### src/rtl/paddle_ctrl.sv
// Pong paddle controller: synchronizes the up/down buttons, moves the paddle once per frame
// with a hold-to-accelerate speed FSM, clamps it to the visible area and flags paddle pixels.
module paddle_ctrl #(
    parameter int HMAX        = 800,
    parameter int VMAX        = 525,
    parameter int H_ACTIVE    = 640,
    parameter int V_ACTIVE    = 480,
    parameter int PADDLE_X    = 16,
    parameter int PADDLE_W    = 8,
    parameter int PADDLE_H    = 64,
    parameter int SPEED_SLOW  = 2,
    parameter int SPEED_FAST  = 6,
    parameter int HOLD_FRAMES = 15
) (
    input  logic                          i_Clk,
    input  logic                          i_Rst,
    input  logic [$clog2(HMAX)-1:0]       i_H_count,
    input  logic [$clog2(VMAX)-1:0]       i_V_count,
    input  logic                          i_Frame_end,
    input  logic                          i_Up,
    input  logic                          i_Down,
    output logic [$clog2(V_ACTIVE)-1:0]   o_Paddle_Y,
    output logic [1:0]                    o_State,
    output logic                          o_Draw
);

    localparam int HW  = $clog2(HMAX);
    localparam int VW  = $clog2(VMAX);
    localparam int YW  = $clog2(V_ACTIVE);
    localparam int CW  = $clog2(HOLD_FRAMES + 2);
    localparam int VXW = VW + 1;

    localparam logic [YW-1:0] YMAX      = YW'(V_ACTIVE - PADDLE_H);
    localparam logic [YW-1:0] Y_RST     = YW'((V_ACTIVE - PADDLE_H) / 2);
    localparam logic [YW-1:0] STEP_SLOW = YW'(SPEED_SLOW);
    localparam logic [YW-1:0] STEP_FAST = YW'(SPEED_FAST);
    localparam logic [CW-1:0] CNT_HOLD  = CW'(HOLD_FRAMES);
    localparam logic [CW-1:0] CNT_SAT   = CW'(HOLD_FRAMES + 1);

    typedef enum logic [1:0] {ST_IDLE = 2'd0, ST_SLOW = 2'd1, ST_FAST = 2'd2} state_t;
    typedef enum logic [1:0] {DIR_NONE = 2'd0, DIR_UP = 2'd1, DIR_DOWN = 2'd2} dir_t;

    logic          r_up_meta, r_up_sync, r_dn_meta, r_dn_sync;
    state_t        r_state, w_state_next;
    logic [CW-1:0] r_cnt, w_cnt_next, w_cnt_inc;
    dir_t          r_last_dir, w_last_dir_next, w_dir, w_move_dir;
    logic [YW-1:0] r_y, w_y_next, w_step;
    logic [YW:0]   w_sum;
    logic          r_draw, w_h_in, w_v_in;
    logic [VXW-1:0] w_v_ext, w_y_top, w_y_bot;

    // Two-flop synchronizers for the asynchronous buttons
    always_ff @(posedge i_Clk) begin
        if (i_Rst) begin
            r_up_meta <= 1'b0;
            r_up_sync <= 1'b0;
            r_dn_meta <= 1'b0;
            r_dn_sync <= 1'b0;
        end else begin
            r_up_meta <= i_Up;
            r_up_sync <= r_up_meta;
            r_dn_meta <= i_Down;
            r_dn_sync <= r_dn_meta;
        end
    end

    // Direction decode: both or neither pressed means no movement
    always_comb begin
        w_dir = DIR_NONE;
        if (r_up_sync && !r_dn_sync) begin
            w_dir = DIR_UP;
        end else if (r_dn_sync && !r_up_sync) begin
            w_dir = DIR_DOWN;
        end else begin
            w_dir = DIR_NONE;
        end
    end

    // Speed FSM next state; only acts on the frame-end strobe
    always_comb begin
        w_state_next    = r_state;
        w_cnt_next      = r_cnt;
        w_last_dir_next = r_last_dir;
        w_move_dir      = DIR_NONE;
        w_step          = '0;
        w_cnt_inc       = (r_cnt == CNT_SAT) ? r_cnt : r_cnt + CW'(1);
        if (!i_Frame_end) begin
            w_state_next = r_state;
        end else if (w_dir == DIR_NONE) begin
            w_state_next = ST_IDLE;
            w_cnt_next   = '0;
        end else if ((r_state == ST_IDLE) || (w_dir != r_last_dir)) begin
            w_state_next    = ST_SLOW;
            w_cnt_next      = CW'(1);
            w_last_dir_next = w_dir;
            w_move_dir      = w_dir;
            w_step          = STEP_SLOW;
        end else begin
            w_cnt_next = w_cnt_inc;
            w_move_dir = w_dir;
            if (w_cnt_inc > CNT_HOLD) begin
                w_state_next = ST_FAST;
                w_step       = STEP_FAST;
            end else begin
                w_state_next = ST_SLOW;
                w_step       = STEP_SLOW;
            end
        end
    end

    // Clamped position update; the sum is one bit wider so it cannot wrap
    always_comb begin
        w_y_next = r_y;
        w_sum    = {1'b0, r_y} + {1'b0, w_step};
        case (w_move_dir)
            DIR_UP:   w_y_next = (r_y < w_step) ? '0 : r_y - w_step;
            DIR_DOWN: w_y_next = (w_sum > {1'b0, YMAX}) ? YMAX : w_sum[YW-1:0];
            default:  w_y_next = r_y;
        endcase
    end

    // FSM, hold counter and position registers
    always_ff @(posedge i_Clk) begin
        if (i_Rst) begin
            r_state    <= ST_IDLE;
            r_cnt      <= '0;
            r_last_dir <= DIR_NONE;
            r_y        <= Y_RST;
        end else begin
            r_state    <= w_state_next;
            r_cnt      <= w_cnt_next;
            r_last_dir <= w_last_dir_next;
            r_y        <= w_y_next;
        end
    end

    // Paddle hit test against the current beam position
    always_comb begin
        w_v_ext = VXW'(i_V_count);
        w_y_top = VXW'(r_y);
        w_y_bot = w_y_top + VXW'(PADDLE_H);
        w_h_in  = (i_H_count >= HW'(PADDLE_X)) && (i_H_count < HW'(PADDLE_X + PADDLE_W)) &&
                  (i_H_count < HW'(H_ACTIVE));
        w_v_in  = (w_v_ext >= w_y_top) && (w_v_ext < w_y_bot) && (i_V_count < VW'(V_ACTIVE));
    end

    // Registered draw flag, one cycle behind H/V
    always_ff @(posedge i_Clk) begin
        if (i_Rst) begin
            r_draw <= 1'b0;
        end else begin
            r_draw <= w_h_in && w_v_in;
        end
    end

    assign o_Paddle_Y = r_y;
    assign o_State    = r_state;
    assign o_Draw     = r_draw;

endmodule

### config.mk
export PLATFORM = sky130hd
export DESIGN_NAME = paddle_ctrl
export DESIGN_NICKNAME = d
export VERILOG_FILES = /design/src/rtl/paddle_ctrl.sv
export SDC_FILE = /design/constraint.sdc
export NUM_CORES = 1
export LEC_CHECK = 0
export CORE_MARGIN = 5
export CORE_UTILIZATION = 30
export CTS_CLUSTER_DIAMETER = 200
export CTS_CLUSTER_SIZE = 14
export DETAILED_ROUTE_END_ITERATION = 6
export GPL_TIMING_DRIVEN = 0
export SKIP_CTS_REPAIR_TIMING = 1
export SLEW_MARGIN = 25
export SYNTH_ARGS = -nofsm -noshare
export SYNTH_HDL_FRONTEND = slang
export SYNTH_SLANG_ARGS = --single-unit
### constraint.sdc
create_clock -name i_Clk -period 4.76 [get_ports i_Clk]
set_input_delay 0.476 -clock i_Clk [delete_from_list [all_inputs] [get_ports i_Clk]]
set_output_delay 0.476 -clock i_Clk [all_outputs]
set_load 0.005 [all_outputs]
==> metrics.md <==
| Metric | Value |
|---|---|
| Port Buffers | `31` |
| Post-synthesis cell count | `246` |
| Vias in the first global route | `1771` |
| Worst-path maximum fanout | `6` |
| Via Count | `1899` |
| Critical Path End Type | `flop` |
| CTS tree | `done` |
| Syn. warnings | `0` |
| Max Cap Viol | `0` |
| Die W | `92.7 um` |
| Largest net degree at the start of global routing | `14` |
| Clk sinks | `22` |
| DRT Wirelength | `5.09 mm` |
| WS Path Type | `flop to flop` |
| Fin Clk Skew | `0.00640 ns` |
| Area Growth Syn to Fin | `23.5%` |
| Total congestion overflow | `0` |
| Ports | `37` |
| Ys flop type | `dfxtp_1` |
| Tot Pwr | `457 uW` |
| Initial Util | `0.306` |
| Slew @ Worst Pin | `0.586 ns` |
| Hold-critical path depth | `1` |
| Die H | `92.7 um` |
| Achievable frequency | `248 MHz` |
| Register area share after synthesis | `0.215` |
| Core area | `6720 um2` |
| TNS Setup | `0 ns` |
| Initial antenna violation count | `0` |
| Worst hold endpoint | `r_up_sync` |
| CP peak stage delay | `0.52 ns` |
| RSZ-0062 raised after global routing | `no` |
| H-tree depth | `1` |
| Start of the worst register-to-register path | `r_up_sync` |
| Static leakage | `0.940 nW` |
| ANT cells | `0` |
| Post-synthesis cell area | `2050 um2` |
| PwrDens | `180 nW/um2` |
| 1st-iter DRT viols | `101` |
| Row count | `30` |
| Worst-skew pair later-pin latency | `0.26 ns` |
| Required time worst endpoint | `4.89 ns` |
| Synth cell types | `62` |
| Startpoint types | `flop` |
| Mean post-synth cell area | `8.35 um2` |
| Synthesized flop and latch total | `22` |
| Final nets | `335` |
| Hold_ws | `0.447 ns` |
| Global-route usage over all layers | `0.122` |
| CTS Root Cell | `clkbuf_8` |
| Post-synth ARST share | `0` |
| Hold Startpoint | `r_up_meta` |
| Endpoints failing setup | `0` |
| Syn_nets | `299` |
| Crit path time final | `4.02 ns` |
| Reg2reg end | `o_Paddle_Y[3]` |
| Total die area | `8600 um2` |
| Max rail drop VDD | `0.000117 V` |
| Data arrival, critical path | `4.15 ns` |
| Cts bufs inserted | `3` |
| Slew headroom | `0.606` |
| Layout cell share with drive strength beyond 1 | `0.103` |
| Top cell by count, worst path | `a31oi_1` |
| First-pass GRT wire length | `8.62 mm` |
| Outcome | `complete, no violations` |
| Final Hold Viols | `0` |
| Clk slew on worst S/H paths | `0.08 ns` |
| Hold WC Path Type | `flop to flop` |
| Post-DP HPWL | `3.99 mm` |
| DR DRC count | `0` |
| Final period util | `0.845` |
| Longest Clk Path Bufs | `2` |
| First drt pass iteration count | `6` |
| EDFF count, synth | `0` |
| Reg2reg setup slack | `0.74 ns` |
| Final Wtd Congestion | `0.855` |
| WL per Instance | `14.1 um` |
| Reg2Reg Depth | `14` |
| Worst path slowest cell | `or4b_4` |
| Max Transition Viols Final | `0` |
| Avg Vias per Cell | `5.26` |
| CP Cell Sequence | `inv_1, ha_1, xor2_1, nor3_1, nand2_1, or2_2, fa_1, and3b_1, buf_4, a31oi_1, a31oi_1, or4b_4, o211ai_1, a31oi_1` |
| Antenna Nets Post-Route | `0` |
critical path: cells and delay by family (launching register included):
kind / cells / cell delay [ns]
AOI/OAI and AO/OA: 4 / 0.59
buffers and inverters: 2 / 0.20
and+or+nand+nor: 5 / 1.92
DFF: 1 / 0.34
adders and majority gates: 2 / 0.70
xor gates and xnor gates: 1 / 0.15
through the flow:
stage	instance area, um2	cells	utilization	worst slack [ns]
after floorplan	2050	246	-	1.22
after global placement	2460	357	0.367	0.602
after detailed placement	2460	357	0.367	0.586
after CTS	2530	361	0.377	0.779
after global routing	2530	361	0.377	0.387
final	2530	361	0.377	0.736
cell families (layout without fill, tap and decap cells):
| logic type | Yosys count | in the layout | share of synthesized area |
|---|---|---|---|
| compound gates | 64 | 64 | 0.221 |
| simple gates | 82 | 82 | 0.243 |
| buf+inv | 35 | 70 | 0.0798 |
| xor+xnor | 10 | 10 | 0.0427 |
| flops | 22 | 22 | 0.215 |
| other cells | 1 | 1 | 0.00183 |
| fa+ha+maj | 29 | 29 | 0.183 |
| mux | 3 | 3 | 0.0146 |
routing by layer:
layer / GRT usage / vias up / wire length, um
met1: 0.170 / 875 / 2410
li1: - / 970 / -
met4: 0.0269 / 0 / 57
met5: 0 / - / 0
met2: 0.196 / 50 / 2360
met3: 0.0236 / 4 / 259
Yosys cell counts, types with 3 or more instances:
library cell	n	share of area
a21oi_1	12	0.029
a31oi_1	7	0.021
buf_4	4	0.015
clkbuf_1	6	0.011
dfxtp_1	22	0.21
ha_1	26	0.16
inv_1	18	0.033
inv_2	3	0.0055
mux2i_1	3	0.015
nand2_1	8	0.015
nand2b_1	3	0.0091
nand3_1	9	0.022
nand4_1	3	0.0091
nor2_1	14	0.026
nor2b_1	7	0.021
nor3_1	12	0.029
o21ai_0	17	0.041
or3_1	3	0.0091
xnor2_1	7	0.030
xor2_1	3	0.013
report_power, final:
| group | switching (mW) | internal (mW) | leakage [nW] | total (mW) |
|---|---|---|---|---|
| Clock | 0.0620 | 0.112 | 0.0357 | 0.174 |
| Combinational | 0.0438 | 0.0460 | 0.725 | 0.0898 |
| Sequential | 0.00396 | 0.189 | 0.179 | 0.192 |
state kept, by name, summed over array words and instances (netlist names):
signal and count:
o_Draw 1, o_Paddle_Y 8, o_State 2, r_cnt 5
r_dn_meta 1, r_dn_sync 1, r_last_dir 2, r_up_meta 1
r_up_sync 1
layout by cell type, fill, tap and decap left out, drive strengths merged, types with 7 or more instances in the layout:
| master | count |
|---|---|
| clkbuf | 9 |
| nand2 | 8 |
| xnor2 | 7 |
| dfxtp | 22 |
| ha | 26 |
| inv | 21 |
| a21oi | 12 |
| nand3 | 9 |
| buf | 8 |
| nor2b | 8 |
| clkdlybuf4s50 | 31 |
| a31oi | 7 |
| nor3 | 13 |
| nor2 | 14 |
| o21ai | 20 |
area by class of cell:
| cell class | count | area [um2] |
|---|---|---|
| Sequential cell | 22 | 440 |
| Multi-Input combinational cell | 189 | 1450 |
| Clock inverter | 1 | 30.0 |
| Tap cell | 80 | 100 |
| Clock buffer | 3 | 41.3 |
| Timing Repair Buffer | 31 | 310 |
| Fill cell | 681 | 4180 |
| Buffer | 14 | 85.1 |
| Inverter | 21 | 78.8 |
worst max-delay path by stage:
| stage | depth (start not counted) | startpoint | slack [ns] | endpoint |
|---|---|---|---|---|
| finish | 14 | r_up_sync | 0.74 | o_Paddle_Y[3] |
| global route | 14 | r_up_sync | 0.39 | o_Paddle_Y[3] |
| CTS | 14 | r_up_sync | 0.78 | o_Paddle_Y[3] |
| detailed placement | 13 | i_Frame_end | 0.59 | o_Paddle_Y[3] |
| global placement | 13 | i_Frame_end | 0.60 | o_Paddle_Y[3] |
| floorplan | 14 | r_up_sync | 1.22 | o_Paddle_Y[3] |
Note: power is estimated with default switching activity, not from simulation.
